==> src/rtl/delivery_sequencer.sv <==
// Bowling-end delivery producer for the cricket scorer: LFSR-driven outcomes offered over valid/ready,
// with per-innings ball/over/wicket tracking and innings 1 -> break -> innings 2 -> done sequencing.
module delivery_sequencer #(
  parameter int unsigned MAX_BALLS   = 120,
  parameter int unsigned MAX_WICKETS = 10,
  parameter int unsigned GAP_CYCLES  = 4,
  parameter logic [15:0] DEF_SEED    = 16'hACE1
) (
  input  logic        clk,
  input  logic        rst,
  input  logic        play,
  input  logic        seed_ld,
  input  logic [15:0] seed,
  input  logic        game_over,
  input  logic        del_ready,
  output logic        del_valid,
  output logic [2:0]  del_runs,
  output logic        del_wicket,
  output logic        del_extra,
  output logic        team,
  output logic [6:0]  legal_balls,
  output logic [4:0]  over_count,
  output logic [2:0]  ball_in_over,
  output logic [3:0]  wickets,
  output logic        innings_over,
  output logic        match_done
);

  localparam int unsigned GW = $clog2(GAP_CYCLES + 1);

  localparam logic [2:0] S_IDLE  = 3'd0;
  localparam logic [2:0] S_BOWL  = 3'd1;
  localparam logic [2:0] S_GAP   = 3'd2;
  localparam logic [2:0] S_END   = 3'd3;
  localparam logic [2:0] S_BREAK = 3'd4;
  localparam logic [2:0] S_DONE  = 3'd5;

  logic [2:0]    state, state_n;
  logic [15:0]   lfsr;
  logic [GW-1:0] gap_cnt;
  logic          xfer, inn_end;
  logic [6:0]    legal_n;
  logic [3:0]    wickets_n;
  logic [2:0]    dec_runs;
  logic          dec_wicket, dec_extra;

  // Outcome table applied to the low LFSR nibble when a delivery is offered.
  always_comb begin
    dec_runs   = 3'd0;
    dec_wicket = 1'b0;
    dec_extra  = 1'b0;
    case (lfsr[3:0])
      4'd4, 4'd5, 4'd6, 4'd7: dec_runs = 3'd1;
      4'd8:                   dec_runs = 3'd2;
      4'd9:                   dec_runs = 3'd3;
      4'd10, 4'd11:           dec_runs = 3'd4;
      4'd12:                  dec_runs = 3'd6;
      4'd13:                  dec_wicket = 1'b1;
      4'd14, 4'd15: begin
        dec_runs  = 3'd1;
        dec_extra = 1'b1;
      end
      default: ;
    endcase
  end

  // Next-state logic; innings end is judged on the counters as they will be after this transfer.
  always_comb begin
    xfer      = (state == S_BOWL) && del_valid && del_ready;
    legal_n   = legal_balls + 7'(xfer && !del_extra);
    wickets_n = wickets + 4'(xfer && del_wicket);
    inn_end   = (legal_n == 7'(MAX_BALLS)) || (wickets_n == 4'(MAX_WICKETS));
    state_n   = state;
    case (state)
      S_IDLE:  if (play) state_n = S_BOWL;
      S_BOWL:  if (xfer) state_n = inn_end ? S_END : S_GAP;
      S_GAP:   if (gap_cnt == '0 && play) state_n = S_BOWL;
      S_END:   state_n = team ? S_DONE : S_BREAK;
      S_BREAK: if (play) state_n = S_BOWL;
      S_DONE:  state_n = S_DONE;
      default: state_n = S_IDLE;
    endcase
    if (game_over && state != S_IDLE) state_n = S_DONE;
  end

  always_ff @(posedge clk) begin
    if (!rst) state <= S_IDLE;
    else      state <= state_n;
  end

  always_ff @(posedge clk) begin
    if (!rst) begin
      lfsr         <= DEF_SEED;
      gap_cnt      <= '0;
      del_valid    <= 1'b0;
      del_runs     <= 3'd0;
      del_wicket   <= 1'b0;
      del_extra    <= 1'b0;
      team         <= 1'b0;
      legal_balls  <= 7'd0;
      over_count   <= 5'd0;
      ball_in_over <= 3'd0;
      wickets      <= 4'd0;
      innings_over <= 1'b0;
      match_done   <= 1'b0;
    end else begin
      del_valid    <= (state_n == S_BOWL);
      innings_over <= (state_n == S_END);
      match_done   <= (state_n == S_DONE);

      if (state != S_BOWL && state_n == S_BOWL) begin
        del_runs   <= dec_runs;
        del_wicket <= dec_wicket;
        del_extra  <= dec_extra;
      end

      if (state == S_BREAK && state_n == S_BOWL) begin
        team         <= 1'b1;
        legal_balls  <= 7'd0;
        over_count   <= 5'd0;
        ball_in_over <= 3'd0;
        wickets      <= 4'd0;
      end

      if (xfer) begin
        lfsr        <= {lfsr[14:0], lfsr[15] ^ lfsr[13] ^ lfsr[12] ^ lfsr[10]};
        legal_balls <= legal_n;
        wickets     <= wickets_n;
        if (!del_extra) begin
          if (ball_in_over == 3'd5) begin
            ball_in_over <= 3'd0;
            over_count   <= over_count + 5'd1;
          end else begin
            ball_in_over <= ball_in_over + 3'd1;
          end
        end
      end

      if ((state == S_IDLE || state == S_DONE) && seed_ld)
        lfsr <= (seed == 16'd0) ? DEF_SEED : seed;

      // Idle spacing between deliveries: loaded on GAP entry, counts down to zero.
      if (state != S_GAP && state_n == S_GAP) gap_cnt <= GW'(GAP_CYCLES - 1);
      else if (state == S_GAP && gap_cnt != '0) gap_cnt <= gap_cnt - GW'(1);
    end
  end

endmodule

==> config.mk <==
export PLATFORM = sky130hd
export DESIGN_NAME = delivery_sequencer
export DESIGN_NICKNAME = d
export VERILOG_FILES = /design/src/rtl/delivery_sequencer.sv
export SDC_FILE = /design/constraint.sdc
export NUM_CORES = 1
export LEC_CHECK = 0
export ABC_AREA = 1
export CAP_MARGIN = 20
export CORE_MARGIN = 10
export CORE_UTILIZATION = 57
export CTS_BUF_LIST = sky130_fd_sc_hd__clkbuf_4 sky130_fd_sc_hd__clkbuf_8
export DETAILED_ROUTE_END_ITERATION = 6
export PLACE_DENSITY_LB_ADDON = 0.15
export SYNTH_ARGS = -nofsm -noshare
export SYNTH_HDL_FRONTEND = slang
export SYNTH_SLANG_ARGS = --single-unit
==> constraint.sdc <==
create_clock -name clk -period 5 [get_ports clk]
set_input_delay 1 -clock clk [delete_from_list [all_inputs] [get_ports clk]]
set_output_delay 1 -clock clk [all_outputs]
set_load 0.03 [all_outputs]
==> results by group <==
Finish
  – Final Net Count: 414
  – Share of cells above drive strength 1: 0.06736
  – Commonest non-fill, non-tap cell in the layout: nand2_1
  – Final Cell Area: 0.003122 sq mm
  – Area delta synth->final: 23.33%
  – Most frequent cells in the layout: nand2_1, dfxtp_1, clkdlybuf4s50_1, a21oi_1, inv_1
  – Filler cells: 363
  – Finished Layout Cells: 438
  – ANT cells: 0

Clocking
  – Worst-case clock buffer depth: 2
  – Post-cts hold buffer count: 0
  – # Post-CTS Setup Buffers: 0
  – Reg clk slew, reported paths: 0.08 ns
  – Sink Count: 50
  – H-tree depth: 2
  – Worst skew pair latency: 0.30 ns
  – Post-CTS Resized: 0
  – CTS tree: yes
  – Root buffer cell: clkbuf_8
  – Num CTS Buffers: 5

Die
  – Core Box Area: 0.004324 sq mm
  – Die Height: 86.64 um
  – Row Count: 24
  – Ports: 50
  – Initial core utilization: 0.5854
  – Die Width: 86.64 um
  – Area of the die: 0.007506 sq mm

GRT
  – GRT Util Overall: 0.1655
  – First-pass GRT wire length: 10.49 mm
  – Largest net degree at the start of global routing: 29
  – Grt ovf: 0
  – Number of global-route vias before repair: 2334
  – Initial antenna violation count: 0

Synth
  – Post-synth cell types: 37
  – Yosys warns: 0
  – Cells after synthesis: 341
  – Sequential area share after synthesis: 0.3955
  – Yosys reg bits: 50
  – Mapped Area: 0.002531 sq mm
  – Syn_nets: 370
  – Avg Cell Area, Syn: 7.423 sq um

STA
  – Fin. max-slew vios: 0
  – Worst Skew: 0.003700 ns
  – Setup Viol. Count Final: 0
  – Final period util: 0.7292
  – RSZ-0062 raised after global routing: false
  – Max-slew headroom: 0.4589
  – Fin. Hold Viols: 0
  – Slew @ Worst Pin: 0.8087 ns
  – Setup TNS: 0 ns
  – FMAX: 274.3 MHz
  – Fin crit period: 3.646 ns

Min path
  – Worst hold path type: flop to flop
  – Hold Crit Depth: 2

Detailed routing
  – Drt via density: 5.425
  – WL final: 5.897 mm
  – DR vias: 2376
  – Drt drc: 0
  – DRT Pass-1 Iters: 4
  – DR iter-0 viols: 167
  – Antenna Violating Nets Remaining: 0
  – Wire per inst: 13.46 um

Pwr
  – Pwr Density: 290.8 mW/mm^2
  – Leakage: 1.225 nW
  – Worst vdd ir: 0.2083 mV
  – Overall power: 907.7 uW

Status
  – Status: completed

Placement
  – Detailed placement HPWL: 4.425 mm
  – Area after DPL: 0.003027 sq mm
  – GP Congestion: 0.8364
  – Placed cells: 430
  – IO buf count: 49

Run
  – Max cap viols: 0

Setup path
  – FF-to-FF path depth: 18
  – R2R setup slack: 1.77 ns
  – Critical path endpoint category: flop
  – Worst-path fanout max: 20
  – CP Launch Type: input pin
  – CP Class: input pin to flop
  – Arrival @ worst endpoint: 3.81 ns
  – Crit Reg-Reg Startpoint: state[0]
  – Crit path capture: wickets[2]
  – R2r endpoint: wickets[2]
  – Crit path from: del_ready
  – CP Data Required Time: 5.17 ns
report_power, final:
part	internal (mW)	switching, mW	total (mW)
clock network	0.117	0.125	0.243
registers	0.431	0.0227	0.453
logic	0.0833	0.128	0.212
cells in the mapped netlist:
cell       instances  area share
buf_2              3      0.0059
o31ai_1            2      0.0059
inv_1             34       0.050
nand2_1           60       0.089
o2111ai_1          3       0.010
xnor2_1            6       0.021
o21ai_0           22       0.044
buf_6              2      0.0089
nor3_2             1      0.0040
and3_1             2      0.0049
dfxtp_1           50        0.40
o221ai_1           5       0.017
nand3_4            1      0.0069
clkbuf_1           7       0.010
o21bai_1           1      0.0030
or2_4              1      0.0035
nand4_1            5       0.012
nor3_1             5      0.0099
buf_1              1      0.0015
a211oi_1           1      0.0030
nor2_1            31       0.046
inv_2              4      0.0059
nand3_2            1      0.0040
a31oi_1            1      0.0025
nand4_2            1      0.0049
nand4_4            1      0.0084
nor2_8             1      0.0079
or2_2              4      0.0099
nand3_1           29       0.057
ha_1               7       0.035
nand2_2            1      0.0025
a21boi_1           1      0.0030
a21oi_1           36       0.071
nor4_1             2      0.0049
nor2_4             1      0.0044
o211ai_1           4       0.012
xor2_1             4       0.014
worst min-delay path by stage:
| stage | startpoint | end | slack, ns |
|---|---|---|---|
| finish | lfsr[4] | lfsr[4] | 0.46 |
| global route | del_runs[0] | del_runs[0] | 0.50 |
| CTS | lfsr[4] | lfsr[4] | 0.46 |
| detailed placement | lfsr[4] | lfsr[4] | 0.45 |
| global placement | lfsr[8] | lfsr[8] | 0.44 |
| floorplan | lfsr[8] | lfsr[8] | 0.43 |
layer usage:
layer / global-route usage / vias to the layer above / share of wire
li1: - / 1234 / -
met5: 0 / - / 0
met3: 0.04503 / 4 / 0.061
met2: 0.2839 / 60 / 0.49
met1: 0.1942 / 1078 / 0.44
met4: 0.05302 / 0 / 0.011
worst max-delay path, cell delays in order:
cell,delay (ns)
clkdlybuf4s50_1,0.49
nand3_2,0.12
nor2_4,0.15
ha_1,0.22
ha_1,0.25
or2_2,0.29
nor2_1,0.11
nand2_1,0.05
nor2_1,0.08
nand2_1,0.06
nand2_1,0.07
nand2_2,0.06
nand3_4,0.10
nand4_2,0.43
nand3_1,0.24
a21oi_1,0.08
sequential cells by signal, summed over array words and instances, names as in the netlist:
signal        cells
del_extra         1
wickets           4
match_done        1
team              1
over_count        5
lfsr             16
innings_over      1
ball_in_over      3
gap_cnt           3
legal_balls       7
state             3
del_valid         1
del_wicket        1
del_runs          3
kinds of logic (layout without fill, tap and decap cells):
kind of cell | after synthesis | in the layout | synth area share
fa+ha+maj | 7 | 7 | 0.03460
simple gates | 147 | 147 | 0.2808
xor+xnor | 10 | 10 | 0.03460
buf+inv | 51 | 96 | 0.08304
compound gates | 76 | 76 | 0.1715
flops | 50 | 50 | 0.3955
cell type report:
cell class	count	area, sq um	share of cell area
clock buffers	7	90.09	0.02886
multi-input cells	240	1320	0.4228
inverters	38	142.6	0.04569
clock inverters	1	5.005	0.001603
well taps	52	65.06	0.02084
flip-flops and latches	50	1001	0.3206
repair buffers	50	498.0	0.1595
metrics by stage:
step | worst slack [ns] | utilization | hold slack [ns]
final | 1.354 | 0.7219 | 0.4610
after global placement | 1.124 | 0.6999 | 0.4422
after detailed placement | 1.037 | 0.6999 | 0.4477
after CTS | 1.350 | 0.7219 | 0.4596
after global routing | 1.089 | 0.7219 | 0.4986
after floorplan | 1.918 | - | 0.4308
No activity file was read; power rests on OpenSTA's default activity.
==> RTL change (same flow settings) <==
`GAP_CYCLES`: 4 -> 8.
--- a/src/rtl/delivery_sequencer.sv
+++ b/src/rtl/delivery_sequencer.sv
@@ -5,3 +5,3 @@
   parameter int unsigned MAX_WICKETS = 10,
-  parameter int unsigned GAP_CYCLES  = 4,
+  parameter int unsigned GAP_CYCLES  = 8,
   parameter logic [15:0] DEF_SEED    = 16'hACE1
Function: changed (Yosys sat finds a counterexample within 10 cycles, from zero or initial values and one cycle with rst low).
==> RTL change against the unedited design <==
  * Final area grew 3.8%
  * Sequential cell count grew 1
  * Total power grew 1.4%
  * Die area grew 3.5%
  * Worst setup slack lost 0.15 ns
  * Hold slack is essentially flat
  * Register-to-register slack lost 0.08 ns
  * Routed wire length grew 6.2%
  * Area after synthesis grew 4.6%
  * Highest routed layer unchanged
==> RTL change: results (changes against the unedited design) <==
cells_and_area:
  drive_gt1_share_pct: 11.3  # +4.6 points
  num-fill-cells: 368  # +1.4%
  nNetsFinal: 416  # +0.48%
global_route:
  grt_max_degree: 32  # +10%
  grt_usage_pct: 16.0  # -0.56 points
  grt_pass1_vias: 2312  # -0.94%
  grt_pass1_wl_mm: 10.3  # -1.7%
synthesis:
  yosys-top-cells-count: "nand2_1 (60), dfxtp_1 (51), nor2_1 (36)"
  synth_nets: 371  # +0.27%
  yosysMostFrequentCell: "nand2_1"
  post_synth_fa_ha_maj_area_fraction_pct: 3.31  # -0.15 points
  ys_types: 36  # -2.7%
  synth_compound_area_share_pct: 17.1  # -0.045 points
  yosysSeqAreaShare_pct: 38.6  # -0.98 points
placed_design:
  gp_congestion: 0.889  # +6.3%
  pre_cts_ws_ns: 0.882  # -0.155 ns
  dpl.hpwl_mm: 4.61  # +4.1%
  placed_cell_area_sq_um: 3140  # +3.8%
clock_tree:
  clk_latency_ns: 0.31
power_and_ir_drop:
  peakVddDrop_uv: 235  # +13%
  p_leak_uw: 0.00122  # -0.52%
detailed_routing:
  totalWireLength_mm: 6.26  # +6.2%
  vias: 2469  # +3.9%
  drt_iter0_markers: 98  # -41%
sta:
  clock_skew_ns: 0.00957  # +0.00587 ns
  max_slew_margin_pct: 32.9  # -13 points
status:
  status: "completed"
critical_path:
  crit_path_max_incr_delay_ns: 0.47  # -0.02 ns
  crit_slowest_cell: "clkdlybuf4s50_1"
-- RTL change: cell count changes after synthesis, moves of 4 or more --
cell,unedited run,this run
o21ai_0,22,18
nand3_2,1,15
a21oi_2,0,4
inv_2,4,0
nor2_1,31,36
a21oi_1,36,31
nand3_1,29,15
-- RTL change: layout make-up --
| cell class | instances | area, sq um | share of cell area [%] |
|---|---|---|---|
| clock buffer | 5 | 68.8 | 2.12 |
| clock inverter | 3 | 25.0 | 0.772 |
| timing repair buffer | 51 | 503 | 15.5 |
| inverter | 35 | 133 | 4.09 |
| tap | 52 | 65.1 | 2.01 |
| multi-input combinational | 243 | 1430 | 44.0 |
| sequential | 51 | 1020 | 31.5 |
-- RTL change: layer usage --
| metal | vias to the layer above | wire (um) | track usage (%) |
|---|---|---|---|
| met4 | 0 | 61 | 5.28 |
| li1 | 1245 | - | - |
| met3 | 5 | 382 | 4.55 |
| met2 | 55 | 3110 | 27.6 |
| met1 | 1164 | 2710 | 18.6 |
| met5 | - | 0 | 0 |
-- RTL change: worst register-to-register path, stage by stage, from the launching register on --
cell     delay, ns
dfxtp_1       0.38
inv_1         0.10
nor3_4        0.19
nand3_2       0.10
nor2_1        0.34
ha_1          0.30
ha_1          0.26
or2_2         0.29
nor2_1        0.12
nand2_1       0.06
nor2_1        0.09
nand2_1       0.06
nand2_1       0.07
nand2_2       0.06
nand3_4       0.11
nand4_4       0.35
nand3_1       0.20
a21oi_1       0.08
-- RTL change: path summary, 6_finish.rpt --
kind / to / from / slack (ns) / depth (start not counted)
worst min-delay path: lfsr[14]$_SDFFE_PN0P_ / lfsr[14]$_SDFFE_PN0P_ / 0.46 / 2
worst max register to register: ball_in_over[1]$_SDFF_PN0_ / state[0]$_SDFF_PN0_ / 1.69 / 17
worst max-delay path: ball_in_over[1]$_SDFF_PN0_ / del_ready / 1.21 / 16
worst min register to register: lfsr[14]$_SDFFE_PN0P_ / lfsr[14]$_SDFFE_PN0P_ / 0.46 / 2
-- RTL change: per-stage QoR --
step           hold WS, ns  util (%)
2_1_floorplan        0.431         -
3_3_place_gp         0.451      71.2
3_5_place_dp         0.450      71.2
4_1_cts              0.463      73.3
5_1_grt              0.506      73.4
6_report             0.461      73.4
-- RTL change: power groups by stage --
stage / Combinational [uW] / Clock, uW / Sequential [uW]
floorplan: 136 / 0 / 485
global placement: 211 / 0 / 469
detailed placement: 215 / 0 / 470
CTS: 216 / 245 / 461
global route: 236 / 260 / 465
finish: 216 / 243 / 462
-- RTL change: kinds of logic (layout without fill, tap and decap cells) --
group,after synthesis,count (layout)
flops,51,51
buf+inv,48,94
simple gates,151,151
fa+ha+maj,7,7
xor+xnor,11,11
compound gates,74,74
